===== src/rtl/cache_fill_ctrl.sv =====
// Miss-handling controller: arbitrates I/D cache misses (D first), streams an 8-word
// block from pipelined main memory into the LRU victim way, then commits tag/valid and LRU.
module cache_fill_ctrl #(
  parameter int MEM_LAT = 4,
  parameter int WORDS   = 8
) (
  input  logic        clk,
  input  logic        rst_n,
  input  logic        dmiss,
  input  logic [15:0] dmiss_addr,
  input  logic        imiss,
  input  logic [15:0] imiss_addr,
  input  logic        victim_way0,
  output logic        mem_en,
  output logic [15:0] mem_addr,
  input  logic        mem_data_valid,
  output logic [63:0] set_en,
  output logic        fill_target,
  output logic        fill_way,
  output logic        fill_word_we,
  output logic [2:0]  fill_word_sel,
  output logic        tag_we,
  output logic [5:0]  fill_tag,
  output logic        lru_we,
  output logic        lru_block,
  output logic        ifill_done,
  output logic        dfill_done,
  output logic        busy,
  output logic [1:0]  state_dbg
);

  typedef enum logic [1:0] {
    IDLE   = 2'd0,
    LOOKUP = 2'd1,
    FILL   = 2'd2,
    COMMIT = 2'd3
  } state_t;

  localparam logic [3:0] LAST = 4'(WORDS);

  state_t      state;
  logic [15:4] blk_q;
  logic [3:0]  tx;
  logic [3:0]  rx;
  logic        word_take;
  logic        unused_offset;

  // The byte offset of a miss never matters: fills always cover the whole block.
  assign unused_offset = ^{dmiss_addr[3:0], imiss_addr[3:0]};

  assign word_take = (state == FILL) && mem_data_valid && (rx < LAST);

  always_ff @(posedge clk or negedge rst_n) begin
    if (!rst_n) begin
      state       <= IDLE;
      blk_q       <= '0;
      tx          <= '0;
      rx          <= '0;
      fill_target <= 1'b0;
      fill_way    <= 1'b0;
    end else begin
      case (state)
        IDLE: begin
          if (dmiss) begin
            blk_q       <= dmiss_addr[15:4];
            fill_target <= 1'b1;
            state       <= LOOKUP;
          end else if (imiss) begin
            blk_q       <= imiss_addr[15:4];
            fill_target <= 1'b0;
            state       <= LOOKUP;
          end
        end
        LOOKUP: begin
          // The LRU array answers for the set driven this cycle; fill the LRU way.
          fill_way <= ~victim_way0;
          state    <= FILL;
        end
        FILL: begin
          if (tx < LAST) tx <= tx + 4'd1;
          if (word_take) begin
            rx <= rx + 4'd1;
            if (rx == LAST - 4'd1) state <= COMMIT;
          end
        end
        COMMIT: begin
          tx    <= '0;
          rx    <= '0;
          state <= IDLE;
        end
        default: state <= IDLE;
      endcase
    end
  end

  // Everything below decodes registered state; only the word write follows mem_data_valid.
  assign mem_en        = (state == FILL) && (tx < LAST);
  assign mem_addr      = mem_en ? {blk_q, tx[2:0], 1'b0} : 16'h0000;
  assign set_en        = (state != IDLE) ? (64'd1 << blk_q[9:4]) : 64'd0;
  assign fill_tag      = blk_q[15:10];
  assign fill_word_we  = word_take;
  assign fill_word_sel = rx[2:0];
  assign tag_we        = (state == COMMIT);
  assign lru_we        = (state == COMMIT);
  assign lru_block     = (state == COMMIT) && !fill_way;
  assign dfill_done    = (state == COMMIT) && fill_target;
  assign ifill_done    = (state == COMMIT) && !fill_target;
  assign busy          = (state != IDLE);
  assign state_dbg     = state;

  // Ideal memory never has more than MEM_LAT reads in flight.
  assert property (@(posedge clk) disable iff (!rst_n)
    (state == FILL) |-> (({1'b0, tx} - {1'b0, rx}) <= 5'(MEM_LAT)));

endmodule


===== config.mk =====
export PLATFORM = sky130hd
export DESIGN_NAME = cache_fill_ctrl
export DESIGN_NICKNAME = d
export VERILOG_FILES = /design/src/rtl/cache_fill_ctrl.sv
export SDC_FILE = /design/constraint.sdc
export NUM_CORES = 1
export LEC_CHECK = 0
export ABC_AREA = 0
export BUFFER_PORTS_ARGS = -buffer_cell sky130_fd_sc_hd__buf_2
export CAP_MARGIN = 25
export CORE_ASPECT_RATIO = 0.8
export CORE_MARGIN = 2
export CORE_UTILIZATION = 40
export DETAILED_ROUTE_END_ITERATION = 8
export PLACE_DENSITY = 0.81
export SLEW_MARGIN = 20
export SYNTH_ARGS = -nofsm -noshare
export SYNTH_HDL_FRONTEND = slang
export SYNTH_SLANG_ARGS = --single-unit

===== constraint.sdc =====
create_clock -name clk -period 4.9 [get_ports clk]
set_input_delay 1.225 -clock clk [delete_from_list [all_inputs] [get_ports clk]]
set_output_delay 1.225 -clock clk [all_outputs]
set_load 0.01 [all_outputs]

==> flow_summary_export.csv <==
group,metric,value,unit
detailed_routing,routed_wl,5.357,mm
grt,number_of_antenna_violations_at_the_first_check_in_global_routing,0,
floorplanning,starting_density_of_the_core,41.32,%
worst_setup_path,highest_net_fanout_along_the_worst_path,16,
grt,grt_max_degree,25,
logic_synthesis,post_synth.cell_area_avg,7.246,µm²
floorplanning,design.portCount,139,
detailed_routing,route.detailed.wl_per_inst,12.63,µm
logic_synthesis,postSynthNetCount,304,
logic_synthesis,synth_cell_type_count,35,
grt,grtUsageTotal,20.52,%
clock_tree,clk_latency,0.26,ns
layout,drive_above_1_share,37.36,%
sta,worst_pin_slew,0.9982,ns
detailed_routing,route.vias.total,2132,
floorplanning,row_count,22,
worst_setup_path,critical_path_buf_inv_count,3,
floorplanning,die_w,80.59,µm
clock_tree,cts-htree-levels,1,
logic_synthesis,synth_area,1877,µm²
clock_tree,clockRootBuffer,"sky130_fd_sc_hd__clkbuf_8",
placed_design,buffer_ports.inserted,129,
job,maxCapViolCount,0,
layout,mostFrequentLayoutCells,"sky130_fd_sc_hd__buf_2 (129), sky130_fd_sc_hd__nor2_1 (73), sky130_fd_sc_hd__nand2_1 (30), sky130_fd_sc_hd__dfrtp_1 (24), sky130_fd_sc_hd__and2_1 (16)",
detailed_routing,detail-route-antenna-nets,0,
sta,layout_worst_path_cycle_share,77.99,%
logic_synthesis,netlist_top_cells_area,"sky130_fd_sc_hd__dfrtp_1 (32%), sky130_fd_sc_hd__nor2_1 (15%), sky130_fd_sc_hd__mux2i_1 (6.4%)",
sta,rsz0062_at_grt,"false",
worst_setup_path,path_class,"flip-flop to output pin",
worst_hold_path,hp-class,"flip-flop to flip-flop",
worst_setup_path,critical-path-slowest-cell,"sky130_fd_sc_hd__nor2_1",
clock_tree,cts_buffer_depth,2,
worst_setup_path,endpoint_kind,"output pin",
layout,area.sequential,600.6,µm²
layout,fill_cells,446,
sta,slew-limit-headroom,33.21,%
placed_design,detailed_place_hpwl,4.160,mm
detailed_routing,post_drt_via_cell_ratio,5.028,
worst_setup_path,slowest_delay,0.82,ns
clock_tree,postCtsSetupRepairBufs,0,
layout,finalNetCount,410,
worst_setup_path,critical_path.cell_chain,"inv_1, ha_1, inv_1, nor2_1, and2_1, buf_2",
worst_setup_path,cp-start-kind,"flip-flop",
placed_design,gpl_congestion,0.8551,
pwr,cellLeakagePower,1.395,nW
layout,areaGrowthSynthToFinish,32.47,%
layout,antennaDiodeCount,0,
floorplanning,core_area,4542,µm²
grt,first_global_vias,1765,
floorplanning,fp.dieH,65.27,µm
sta,report.final.setup_viol,0,
layout,multi_input_comb_area,1091,µm²
grt,grt_pass1_wl,8.535,mm
pwr,cellPowerDensity,540.1,nW/µm²
sta,slew_violations,0,
clock_tree,cts_num_sinks,24,
clock_tree,tritoncts_clock_tree,"yes",
worst_setup_path,required,3.67,ns
clock_tree,cts-resized-gates,0,
clock_tree,number_of_clock_buffers_inserted_by_tritoncts,3,
clock_tree,holdBufCountCts,0,
logic_synthesis,syn_inst,259,
pwr,max-vdd-ir-drop,0.2079,mV
grt,grt.overflow.total,0,
detailed_routing,drc_violations,0,
floorplanning,design.die.area,5259,µm²
sta,skew,0.002700,ns
logic_synthesis,synth-warning-count,0,
sta,fmaxAchievable,261.7,MHz
logic_synthesis,ys_ff_latch,24,
outcome,run_status,"finished, final reports clean",
detailed_routing,detail_route.first_pass.iterations,5,
sta,setup_total_negative_slack,0,ns
sta,hold_violations,0,
layout,final_core_occ,54.74,%
logic_synthesis,yosysTopAreaCellShare,32.00,%
clock_tree,clkSlewWorstSetupHoldPaths,0.08,ns
detailed_routing,initialDrtViolationCount,151,
sta,post_layout_min_period,3.821,ns
layout,layout_commonest_cell,"sky130_fd_sc_hd__buf_2",
worst_setup_path,crit_family,"simple AND/OR/NAND/NOR gates",
logic_synthesis,synth_sequential_area_ratio,32.00,%
worst_setup_path,cp_data_arrival_time,2.60,ns
logic_synthesis,synth_top_area_cell,"sky130_fd_sc_hd__dfrtp_1",
worst_setup_path,crit_top_cell,"sky130_fd_sc_hd__inv_1",
==> path summary, 6_finish.rpt <==
path | start | endpoint | depth (start not counted) | slack (ns)
max | state_dbg[0] | mem_addr[15] | 6 | 1.08
min | blk_q[10] | blk_q[10] | 2 | 0.49
max reg2reg | state_dbg[1] | tx[3] | 4 | 3.18
min reg2reg | blk_q[10] | blk_q[10] | 2 | 0.49
max in group asynchronous | rst_n | blk_q[6] | 1 | 3.62
min in group asynchronous | rst_n | fill_way | 1 | 0.92
==> flip-flops by register name, indices dropped and copies added (netlist names) <==
register,cells
blk_q,12
rx,4
tx,4
state_dbg,2
fill_target,1
fill_way,1
==> report_power, final <==
part / switching [mW] / total, mW / leakage (nW) / internal (mW)
Clock: 0.0601 / 0.132 / 0.0288 / 0.0716
Combinational: 0.497 / 0.800 / 1.07 / 0.303
Sequential: 0.121 / 0.411 / 0.299 / 0.290
Total: 0.678 / 1.34 / 1.39 / 0.665
==> Yosys cell counts (all sizes together) <==
master	instances
o21ai	15
nor4	1
clkinv	1
o22ai	2
o32a	1
nor2	73
nand3	8
or3	3
mux2	1
and2	16
a21oi	11
nand2b	4
dfrtp	24
a22oi	1
a311o	1
buf	23
nor2b	5
mux2i	12
ha	7
nand4b	1
nor3	1
inv	4
nand4	1
nor3b	1
nor4b	1
a22o	1
a41oi	1
clkbuf	5
o31ai	1
nand2	30
nand3b	1
o2bb2ai	1
conb	1
==> worst min-delay path: stages (launching register included) <==
cell and delay, ns:
sky130_fd_sc_hd__dfrtp_1 0.35, sky130_fd_sc_hd__nand2_1 0.05, sky130_fd_sc_hd__o21ai_0 0.06
==> through the flow <==
stage | setup slack, ns | instance area, µm² | power (mW) | hold WS (ns) | cells
6_report | 1.079 | 2486 | 1.343 | 0.4948 | 424
5_1_grt | 0.8265 | 2486 | 1.473 | 0.5318 | 424
3_5_place_dp | 1.342 | 2431 | 1.214 | 0.4847 | 420
2_1_floorplan | 2.160 | 1877 | 1.008 | 0.4644 | 259
4_1_cts | 1.038 | 2486 | 1.352 | 0.5034 | 424
3_3_place_gp | 1.369 | 2431 | 1.191 | 0.4758 | 420
==> per-layer routing <==
metal | vias up | GRT usage (%) | part of all wire (%)
met1 | 1011 | 29.20 | 45
met4 | 0 | 3.602 | 0.90
met5 | - | 0 | 0
met2 | 64 | 33.65 | 50
li1 | 1049 | - | -
met3 | 8 | 2.885 | 4.6
==> logic make-up after synthesis <==
group / synth area share [%]
compound gates: 11.07
mux: 7.200
simple gates: 35.00
other cells: 0.1998
buf+inv: 9.866
fa+ha+maj: 4.666
flops: 32.00
==> cell type report <==
type / count / share of cell area, %
clock buffer: 4 / 2.214
timing repair buffer: 129 / 25.97
tap: 60 / 3.020
multi-input combinational: 202 / 43.89
inverter: 5 / 0.7549
sequential: 24 / 24.16
(Power assumes the default switching activity.)
